`config.mk`:
```
export PLATFORM = sky130hd
export DESIGN_NAME = reg_file_ckpt
export DESIGN_NICKNAME = d
export VERILOG_FILES = /design/src/rtl/reg_file_pkg.sv /design/src/rtl/rf_read_port.sv /design/src/rtl/reg_file_ckpt.sv
export SDC_FILE = /design/constraint.sdc
export NUM_CORES = 1
export LEC_CHECK = 0
export CORE_ASPECT_RATIO = 0.7
export CORE_MARGIN = 2
export CORE_UTILIZATION = 67
export CTS_CLUSTER_SIZE = 8
export DETAILED_ROUTE_END_ITERATION = 12
export PLACE_DENSITY = 0.85
export SLEW_MARGIN = 20
export SYNTH_ARGS = -nofsm -noshare
export SYNTH_HDL_FRONTEND = slang
export SYNTH_HIERARCHICAL = 1
export SYNTH_SLANG_ARGS = --single-unit
```
`constraint.sdc`:
```
create_clock -name clk -period 22.3 [get_ports clk]
set_clock_uncertainty 0.1 [all_clocks]
set_input_delay 4.46 -clock clk [delete_from_list [all_inputs] [get_ports clk]]
set_output_delay 4.46 -clock clk [all_outputs]
set_load 0.05 [all_outputs]
```
`src/rtl/reg_file_pkg.sv`:
```
// Shared constants and types for the checkpointed register file.
package reg_file_pkg;
    localparam int DW_DEFAULT = 8;
    localparam int PW_DEFAULT = 4;

    typedef logic [DW_DEFAULT-1:0] word_t;
    typedef logic [PW_DEFAULT-1:0] addr_t;
endpackage

```
`src/rtl/rf_read_port.sv`:
```
// One combinational read port: bank mux, hard-wired zero register and
// write-to-read bypass, plus the matching busy-bit lookup.
module rf_read_port
    import reg_file_pkg::*;
#(
    parameter int DW      = DW_DEFAULT,
    parameter int PW      = PW_DEFAULT,
    parameter bit ZERO_R0 = 1'b0,
    parameter bit BYPASS  = 1'b1
) (
    input  logic [2**PW-1:0][DW-1:0] bank,
    input  logic [2**PW-1:0]         busy,
    input  logic [PW-1:0]            rd_addr,
    input  logic                     wr_en,
    input  logic [PW-1:0]            wr_addr,
    input  logic [DW-1:0]            dat_in,
    input  logic                     ckpt_restore,
    output logic [DW-1:0]            dat_out,
    output logic                     busy_out
);
    logic is_zero;
    logic fwd_hit;

    // NOTE: every output of this always_comb is assigned on every path, so no latch is inferred.
    always_comb begin
        is_zero  = ZERO_R0 && (rd_addr == '0);
        // A restore in flight overrides the write, so the write data must not be forwarded.
        fwd_hit  = BYPASS && wr_en && (wr_addr == rd_addr) && !ckpt_restore;
        dat_out  = bank[rd_addr];
        if (is_zero)
            dat_out = '0;
        else if (fwd_hit)
            dat_out = dat_in;
        busy_out = !is_zero && busy[rd_addr];
    end
endmodule

```
`src/rtl/reg_file_ckpt.sv`:
```
// 2-read / 1-write register file with a one-deep checkpoint shadow bank
// and a per-register busy scoreboard for multi-cycle producers.
module reg_file_ckpt
    import reg_file_pkg::*;
#(
    parameter int DW      = DW_DEFAULT,
    parameter int PW      = PW_DEFAULT,
    parameter bit ZERO_R0 = 1'b0,
    parameter bit BYPASS  = 1'b1
) (
    input  logic          clk,
    input  logic          reset,
    input  logic          wr_en,
    input  logic [PW-1:0] wr_addr,
    input  logic [DW-1:0] dat_in,
    input  logic [PW-1:0] rd_addrA,
    input  logic [PW-1:0] rd_addrB,
    output logic [DW-1:0] datA_out,
    output logic [DW-1:0] datB_out,
    input  logic          busy_set,
    input  logic [PW-1:0] busy_addr,
    output logic          busyA,
    output logic          busyB,
    input  logic          ckpt_save,
    input  logic          ckpt_restore,
    output logic          ckpt_valid
);
    localparam int DEPTH = 2**PW;

    logic [DEPTH-1:0][DW-1:0] live, live_nxt;
    logic [DEPTH-1:0][DW-1:0] shadow;
    logic [DEPTH-1:0]         busy, busy_nxt;
    logic                     restore_act;
    logic                     save_act;

    always_comb begin
        live_nxt    = live;
        busy_nxt    = busy;
        restore_act = ckpt_restore && ckpt_valid;
        save_act    = ckpt_save && !restore_act;
        if (restore_act) begin
            live_nxt = shadow;
            busy_nxt = '0;
        end else begin
            if (wr_en && !(ZERO_R0 && wr_addr == '0)) begin
                live_nxt[wr_addr] = dat_in;
                busy_nxt[wr_addr] = 1'b0;
            end
            // Applied after the write so a same-cycle set on the same register wins.
            if (busy_set && !(ZERO_R0 && busy_addr == '0))
                busy_nxt[busy_addr] = 1'b1;
        end
    end

    // NOTE: the banks are architecturally cleared by reset, so they are flops with async reset, not RAM.
    always_ff @(posedge clk or posedge reset) begin
        if (reset) begin
            live       <= '0;
            shadow     <= '0;
            busy       <= '0;
            ckpt_valid <= 1'b0;
        end else begin
            // NOTE: non-blocking assignments so every register samples pre-edge values.
            live <= live_nxt;
            busy <= busy_nxt;
            if (save_act) begin
                shadow     <= live_nxt;
                ckpt_valid <= 1'b1;
            end
        end
    end

    rf_read_port #(.DW(DW), .PW(PW), .ZERO_R0(ZERO_R0), .BYPASS(BYPASS)) u_port_a (
        .bank         (live),
        .busy         (busy),
        .rd_addr      (rd_addrA),
        .wr_en        (wr_en),
        .wr_addr      (wr_addr),
        .dat_in       (dat_in),
        .ckpt_restore (ckpt_restore),
        .dat_out      (datA_out),
        .busy_out     (busyA)
    );

    rf_read_port #(.DW(DW), .PW(PW), .ZERO_R0(ZERO_R0), .BYPASS(BYPASS)) u_port_b (
        .bank         (live),
        .busy         (busy),
        .rd_addr      (rd_addrB),
        .wr_en        (wr_en),
        .wr_addr      (wr_addr),
        .dat_in       (dat_in),
        .ckpt_restore (ckpt_restore),
        .dat_out      (datB_out),
        .busy_out     (busyB)
    );
endmodule

```
**Word-level counts from Yosys, hierarchy flattened**

Cells that the tools add are included.

- Flip-flop bits (word level): 273
- Bits in latches: 0
- Memory bits (writable): 0
- Bits in read-only memories: 0
- Bits of input ports: 30
- Output and inout port bits: 19
- Word-level logic and storage cells: 78
- Memories kept: 0

- Add/subtract/negate cells: 0
- Multipliers: 0
- Divide/modulo/power cells: 0
- Order comparisons: 6
- Equal/unequal tests: 2
- Shifts and indexed selects: 0
- Muxes and demuxes: 23
- Bitwise gates (word level): 3
- Reduce and logical (&&, ||, !) cells: 10

Operators with widths:

| operator | count |
|---|---|
| 2-to-1 mux 128 bit | 2 |
| bitwise mux 128 bit | 1 |
| binary-select mux 8 bit (select 4 bit) | 2 |
| 2-to-1 mux 16 bit | 4 |
| 2-to-1 mux 8 bit | 5 |
| demux 8 bit (select 4 bit) | 1 |
| less-than comparator 4 x 5 -> 1 bit, second input constant | 4 |
| bitwise AND 16 bit | 1 |
| NOT 16 bit | 1 |
| OR 16 bit | 1 |
| binary-select mux 1 bit (select 4 bit) | 2 |
| demux 1 bit (select 4 bit) | 2 |
| equality test 4 bit | 2 |
| >= comparator 4 x 1 -> 1 bit, second input constant | 2 |
| logical AND 1 bit | 8 |
| 2-to-1 mux 1 bit | 4 |
| zero test 1 bit | 2 |

**Logic depth before layout (Yosys ltp)**

Gate-level depths: netlist of the first run.

- Depth after elaboration: 11
- Gate-level depth with buffers: 6
- Depth with buffers taken out: 4

**Modules after synthesis**

The synthesis of the first run kept the hierarchy.

By module, submodules not included:

| module | instances | cells an instance | area an instance (um2) | seq. area each (um2) |
|---|---|---|---|---|
| reg_file_ckpt | 1 | 1256 | 11778.8 | 6831.6 |
| rf_read_port | 2 | 87 | 1316.3 | 0.0 |

**Worst setup path before layout of the first run**

Ideal clock, no wire load.

- Path kind: input-to-output
- From: in rd_addrA[1]
- To: out busyA
- Arrival time: 6035 ps
- Data required time: 17740 ps
- Setup slack: 11705 ps
- Stages: 4
- Path buffers: 2
- Cells stage by stage: buf_2 buf_1 mux4_2 mux4_2

- Longest elaborated chain between the ends: 2

RTL lines:

| what | RTL line | RTL |
|---|---|---|
| start: declaration | reg_file_ckpt.sv:16 | `input logic [PW-1:0] rd_addrA,` |
| binary-select mux 1 bit (select 4 bit) | rf_read_port.sv:34 | `busy_out = !is_zero && busy[rd_addr];` |
| 2-to-1 mux 1 bit (not written as such) | rf_read_port.sv:34 |  |
| end: declaration | reg_file_ckpt.sv:22 | `output logic busyA,` |

Every way passes these cells. The select of a mux whose other input is x is not followed.

**Worst setup path after layout of the first run**

- From: in rd_addrA[1]
- To: out datA_out[5]

- Longest elaborated chain between the ends: 4
- Elaborated cells between the ends (all ways): 6
- Classes of those cells: 1 x eq/ne; 3 x mux; 2 x reduce/logical

RTL lines:

| what | RTL line | RTL |
|---|---|---|
| branches (longest 3 deep; another with binary-select mux 8 bit (select 4 bit)) | n/a |  |
| 2-to-1 mux 8 bit (*) | rf_read_port.sv:32 | `else if (fwd_hit)` |
| end: declaration | reg_file_ckpt.sv:18 | `output logic [DW-1:0] datA_out,` |

Every way passes the cells marked *. The select of a mux whose other input is x is not followed.

==> impl_metrics.yaml, run 1 <==
run_status:
  status: "completed"
worst_hold_path:
  min_path_type: "reg2reg"
  holdPathStages: 2
  hold_path_startpoint: "shadow[80]"
  hold_path_end: "live[80]"
sta:
  fmax_mhz: 81.36
  finalSetupTns_ps: 0
  rsz0062_at_grt: "false"
  slew_violations: 0
  hold_viol: 0
  period_share: 0.5511
  post-route-min-period_ps: 12290
  setup_violations: 0
  tightest_slew_ps: 1102
  maxSlewHeadroom: 0.2631
detailed_routing:
  drt-vias-per-instance: 7.330
  vias: 12390
  wire_per_inst_um: 24.78
  drt_iter0_drc: 1898
  wl_um: 41880
  ant_nets: 0
  route.detailed.drc: 0
  firstDrtPassIters: 6
synth:
  synth_edf_count: 0
  async_reset_ff_frac: 1.000
  synth_cell_types: 39
  yosys-top-cells-area: "dfrtp_1 47%, a31oi_1 11%, mux4_2 9.4%"
  yosysSeqAreaShare: 0.4740
  synth_area_leader_cell: "dfrtp_1"
  synthTopCellsByCount: "273 x dfrtp_1, 258 x nor2_1, 256 x a31oi_1, 143 x nand2_1, 105 x o21ai_0"
  synth_nets: 1460
  synth_top_area_share: 0.4740
  synth_area_per_cell_sq_um: 10.08
  yosysWarnings: 6
  syn_area_sq_um: 14410
  synthCells: 1430
  ys.flop_type: "dfrtp_1"
  yosysMostFrequentCell: "dfrtp_1"
  synth-seq-cells: 273
clock_tree:
  cts_setup_buffers: 0
  clock_path_buffers: 3
  h-tree-depth: 2
  cts_resized: 0
  cts.sinks: 273
  cts_buffers: 40
  clk_pin_slew_worst_paths_ps: 50
  clk_latency_ps: 520
  cts_tree: "built"
  ctsHoldBuffers: 0
  clock_tree.root_cell: "clkbuf_16"
placement:
  numPortBuffers: 48
  hpwl_um: 23620
  dp.cells: 1644
  gp_routability_congestion: 0.8938
finish:
  syn2layout_area_growth_pct: 10.35
  final_nets: 1442
  final_cells: 1690
  fin_util: 0.7602
  drive_gt1_frac: 0.1288
power_and_ir_drop:
  switching_share: 0.3103
  power_frac_comb: 0.226
  power_density_nw_per_um2: 97.34
  power.leakage_nw: 5.857
  p_total_mw: 1.548
  seq_power_share: 0.432
  intPower_mw: 1.068
  p_sw_mw: 0.4803
  peakVddDrop_mv: 0.06780
  p_clk_frac: 0.342
global_routing:
  grt-ovfl-total: 0
  grt_pass1_wl_um: 66590
  grtUsageTotal: 0.3831
  grt_pass1_vias: 12150
  antenna_found_initial: 1
  grt_max_degree: 213
worst_setup_path:
  crit_path_max_fanout: 17
  crit_top_cell: "clkdlybuf4s50_1"
  arrival_ps: 7730
  critPathRequiredTime_ps: 17740
  worstReg2RegEnd: "shadow[122]"
  reg2reg_from: "ckpt_valid"
  worstSetupPathType: "in2out"
  r2r_cells: 3
  crit_buf_inv: 2
  ff2ff_setup_slack_ps: 19860
  crit_chain: "clkdlybuf4s50_1 -> a222oi_1 -> nand4b_2 -> mux2_2 -> clkdlybuf4s50_1"
  crit_slowest_cell: "clkdlybuf4s50_1"
  cp_top_family: "buffers and inverters"
  startpoint_type: "primary input"
  cp_slowest_stage_delay_ps: 990
  end_kind: "primary output"
floorplan:
  die-height_um: 126.7
  core_sq_um: 20920
  die_w_um: 179.3
  io_pins: 49
  die-area_sq_um: 22720
  start_util: 0.6889
  std_cell_rows: 44
job:
  maxCapViolations: 0
-- worst max path at each step --
stage | end | start | depth (start not counted)
finish | datA_out[5] | rd_addrA[1] | 5
global route | datA_out[5] | rd_addrA[1] | 5
CTS | datA_out[5] | rd_addrA[1] | 5
detailed placement | datA_out[5] | rd_addrA[1] | 5
global placement | datA_out[2] | rd_addrA[1] | 5
floorplan | busy[0] | reset | 1
-- power groups by stage --
stage	logic [mW]	registers [mW]	clock network, mW
final	0.349	0.669	0.530
after global routing	0.376	0.679	0.554
after CTS	0.343	0.666	0.531
after detailed placement	0.338	0.670	0
after global placement	0.326	0.662	0
after floorplan	0.262	0.646	0
-- per-layer routing --
| metal | share of wire | GRT usage | wire length (um) | up-vias |
|---|---|---|---|---|
| met5 | 0 | 0 | 0 | - |
| met4 | 0.058 | 0.2026 | 2427 | 0 |
| met3 | 0.12 | 0.08333 | 5061 | 204 |
| met2 | 0.45 | 0.5727 | 18950 | 909 |
| met1 | 0.37 | 0.5328 | 15440 | 6051 |
| li1 | - | - | - | 5223 |
-- registers in the layout, summed over array words and instances, names as in the netlist --
register	flops
shadow	128
live	128
ckpt_valid	1
busy	16
-- cell families after synthesis --
kind of cell / share of synthesized area
buffers and inverters: 0.04584
AOI/OAI and AO/OA: 0.1776
muxes: 0.1651
xor gates and xnor gates: 0.001216
and+or+nand+nor: 0.1361
DFF: 0.4740
-- stage by stage --
step                      worst slack (ps)  instance area, sq um  hold WS (ps)
after floorplan                      10220                 14410         417.8
after global placement               10290                 14810         423.2
after detailed placement             10150                 14810         439.7
after CTS                            10130                 15850         446.3
after global routing                 10010                 15900         462.8
final                                10010                 15900         444.4
-- worst reg2reg max path, delay by kind of cell, from the launching register on --
| kind | cells | cell delay (ps) |
|---|---|---|
| AOI/OAI and AO/OA | 2 | 1050 |
| buffers and inverters | 1 | 630 |
| DFF | 1 | 470 |
-- final cells by class --
class	count	area, sq um
multi-input combinational	1017	6945
sequential	273	6832
fill	1335	5017
clock buffer	42	1030
timing repair buffer	71	698.2
tap	276	345.3
inverter	9	41.29
clock inverter	1	8.758
antenna	1	2.502
-- placed cells by master, fill, tap and decap left out, types with 4 or more instances in the layout --
cell type	instances
nand2_1	142
clkbuf_16	41
o21ai_2	26
clkdlybuf4s50_1	44
o21ai_1	13
mux4_1	16
mux2i_1	42
and3_1	11
a21oi_1	16
nand3b_1	4
o21ai_0	105
buf_2	4
and3b_1	19
buf_4	19
a31oi_1	256
dfrtp_1	273
nor3b_1	7
mux2_2	14
inv_1	8
mux4_2	60
nor2_1	258
No activity file was read; power rests on OpenSTA's default activity.
==> inputs of run 2 (changes only) <==
- CORE_UTILIZATION: 67 -> 62
- PLACE_DENSITY: 0.85 -> 0.8
- clock period: 22.3 -> 12.7 ns (I/O delays scaled with it)
==> run 2 against run 1 <==
Net effect: non-clock buffer count rose by 1; sequential cell count did not move; first-iteration DRC count fell by 10%; sequential share of layout area barely moved; via count fell by 1.8%; register-to-register slack got worse by 11000 ps; worst hold slack improved by 4.9 ps; largest power group unchanged; combinational power rose by 72%; global-route usage fell by 3.3 points; critical path depth did not move.
==> impl_metrics.yaml, run 2 (synthesis results as in run 1) <==
run_status:
  status: "completed"
detailed_routing:
  drt-vias-per-instance: 7.047
  vias: 12160
  firstDrtPassIters: 8
  wl_um: 42080
  ant_nets: 0
  drt_iter0_drc: 1704
  route.detailed.drc: 0
  wire_per_inst_um: 24.38
finish:
  final_cells: 1726
  syn2layout_area_growth_pct: 10.32
  final_nets: 1443
  final_cell_mix: "273 x dfrtp_1, 258 x nor2_1, 256 x a31oi_1, 142 x nand2_1, 105 x o21ai_0"
  top_regs: "live x128, shadow x128, busy x16"
  fillers: 1607
  antenna_cells: 0
  drive_gt1_frac: 0.1287
  final_common_cell: "dfrtp_1"
sta:
  finalSetupTns_ps: 0
  holdWs_ps: 449.3
  post-route-min-period_ps: 8428
  slew_violations: 0
  tightest_slew_ps: 1240
  setup_violations: 0
  hold_viol: 0
  rsz0062_at_grt: "false"
  fmax_mhz: 118.6
  setup_ws_ps: 4272
  maxSlewHeadroom: 0.1707
  period_share: 0.6636
clock_tree:
  clk_pin_slew_worst_paths_ps: 50
  cts_tree: "built"
  clock_tree.root_cell: "clkbuf_16"
  ctsHoldBuffers: 0
  clock_path_buffers: 3
  cts_buffers: 40
  cts.sinks: 273
  h-tree-depth: 2
  cts_resized: 0
  clk_latency_ps: 530
  cts_setup_buffers: 0
power_and_ir_drop:
  intPower_mw: 1.873
  p_total_mw: 2.713
  p_clk_frac: 0.344
  power_frac_comb: 0.222
  p_sw_mw: 0.8399
  peakVddDrop_mv: 0.1250
  seq_power_share: 0.434
  switching_share: 0.3096
  power_density_nw_per_um2: 170.6
  power.leakage_nw: 5.843
floorplan:
  die_w_um: 186.2
  std_cell_rows: 46
  die-height_um: 131.6
  die-area_sq_um: 24500
  io_pins: 49
  start_util: 0.6339
  core_sq_um: 22730
global_routing:
  grt_max_degree: 257
  grt_pass1_vias: 11920
  grt-ovfl-total: 0
  grtUsageTotal: 0.3504
  antenna_found_initial: 0
  grt_pass1_wl_um: 65770
worst_setup_path:
  crit_chain: "clkdlybuf4s50_1 -> a222oi_1 -> nand4b_2 -> mux2_2 -> clkdlybuf4s50_1"
  crit_slowest_cell: "clkdlybuf4s50_1"
  critPathRequiredTime_ps: 10060
  r2r_cells: 5
  worstReg2RegEnd: "live[38]"
  crit_top_cell: "clkdlybuf4s50_1"
  arrival_ps: 5790
  reg2reg_from: "ckpt_valid"
  end_kind: "primary output"
  cp_slowest_stage_delay_ps: 1070
  crit_path_max_fanout: 17
  worstSetupPathType: "in2out"
  ff2ff_setup_slack_ps: 9280
  startpoint_type: "primary input"
  cp_top_family: "buffers and inverters"
  crit_buf_inv: 2
worst_hold_path:
  hold_path_end: "shadow[101]"
  holdPathStages: 2
  min_path_type: "reg2reg"
  hold_path_startpoint: "shadow[101]"
placement:
  hpwl_um: 24700
  place_ws_ps: 4366
  numPortBuffers: 48
  dp.cells: 1683
  gp_routability_congestion: 0.8952
job:
  maxCapViolations: 0
==> run 2: cell count changes in the layout (fill, tap and decap cells not counted) <==
cell     delta
buf_12      -1
and3b_1     +1
and3b_2     -1
diode_2     -1
buf_16      -2
buf_4       +4
==> run 2: worst max path at each step <==
stage	startpoint	to	slack (ps)	depth (start not counted)
global placement	rd_addrB[1]	datB_out[6]	4440	5
finish	rd_addrB[1]	datB_out[1]	4270	5
CTS	rd_addrB[1]	datB_out[1]	4360	5
detailed placement	rd_addrB[1]	datB_out[1]	4370	5
floorplan	reset	busy[0]	2540	1
global route	rd_addrA[1]	datA_out[7]	4200	5
==> run 2: layer usage <==
layer / up-vias / wire, um / GRT usage
li1: 5238 / - / -
met1: 5993 / 16770 / 0.5019
met2: 770 / 18620 / 0.5130
met3: 162 / 4798 / 0.08675
met4: 0 / 1895 / 0.1474
met5: - / 0 / 0
==> run 2: area by class of cell <==
| class | instances | area [sq um] | share of cell area |
|---|---|---|---|
| Clock buffer | 42 | 1030 | 0.06477 |
| Multi-Input combinational cell | 1017 | 6944 | 0.4368 |
| Clock inverter | 1 | 8.758 | 0.0005509 |
| Tap cell | 312 | 390.4 | 0.02455 |
| Timing Repair Buffer | 72 | 653.1 | 0.04108 |
| Inverter | 9 | 41.29 | 0.002597 |
| Sequential cell | 273 | 6832 | 0.4297 |
==> run 2: worst register-to-register path, stage by stage (launching register included) <==
cell and delay [ps]:
dfrtp_1 480, nand2_4 550, buf_4 810, buf_4 950
nor2_1 210, a31oi_1 230
==> run 2: power groups by stage <==
stage / combinational, mW / sequential [mW] / clock [mW]
2_1_floorplan: 0.459 / 1.13 / 0
3_3_place_gp: 0.570 / 1.17 / 0
3_5_place_dp: 0.592 / 1.18 / 0
4_1_cts: 0.595 / 1.17 / 0.934
5_1_grt: 0.649 / 1.19 / 0.975
6_report: 0.602 / 1.18 / 0.933
==> run 2: per-stage QoR <==
| stage | util | cell area, sq um |
|---|---|---|
| 6_report | 0.6993 | 15900 |
| 5_1_grt | 0.6993 | 15900 |
| 4_1_cts | 0.6993 | 15900 |
| 3_5_place_dp | 0.6537 | 14860 |
| 3_3_place_gp | 0.6537 | 14860 |
| 2_1_floorplan | - | 14410 |
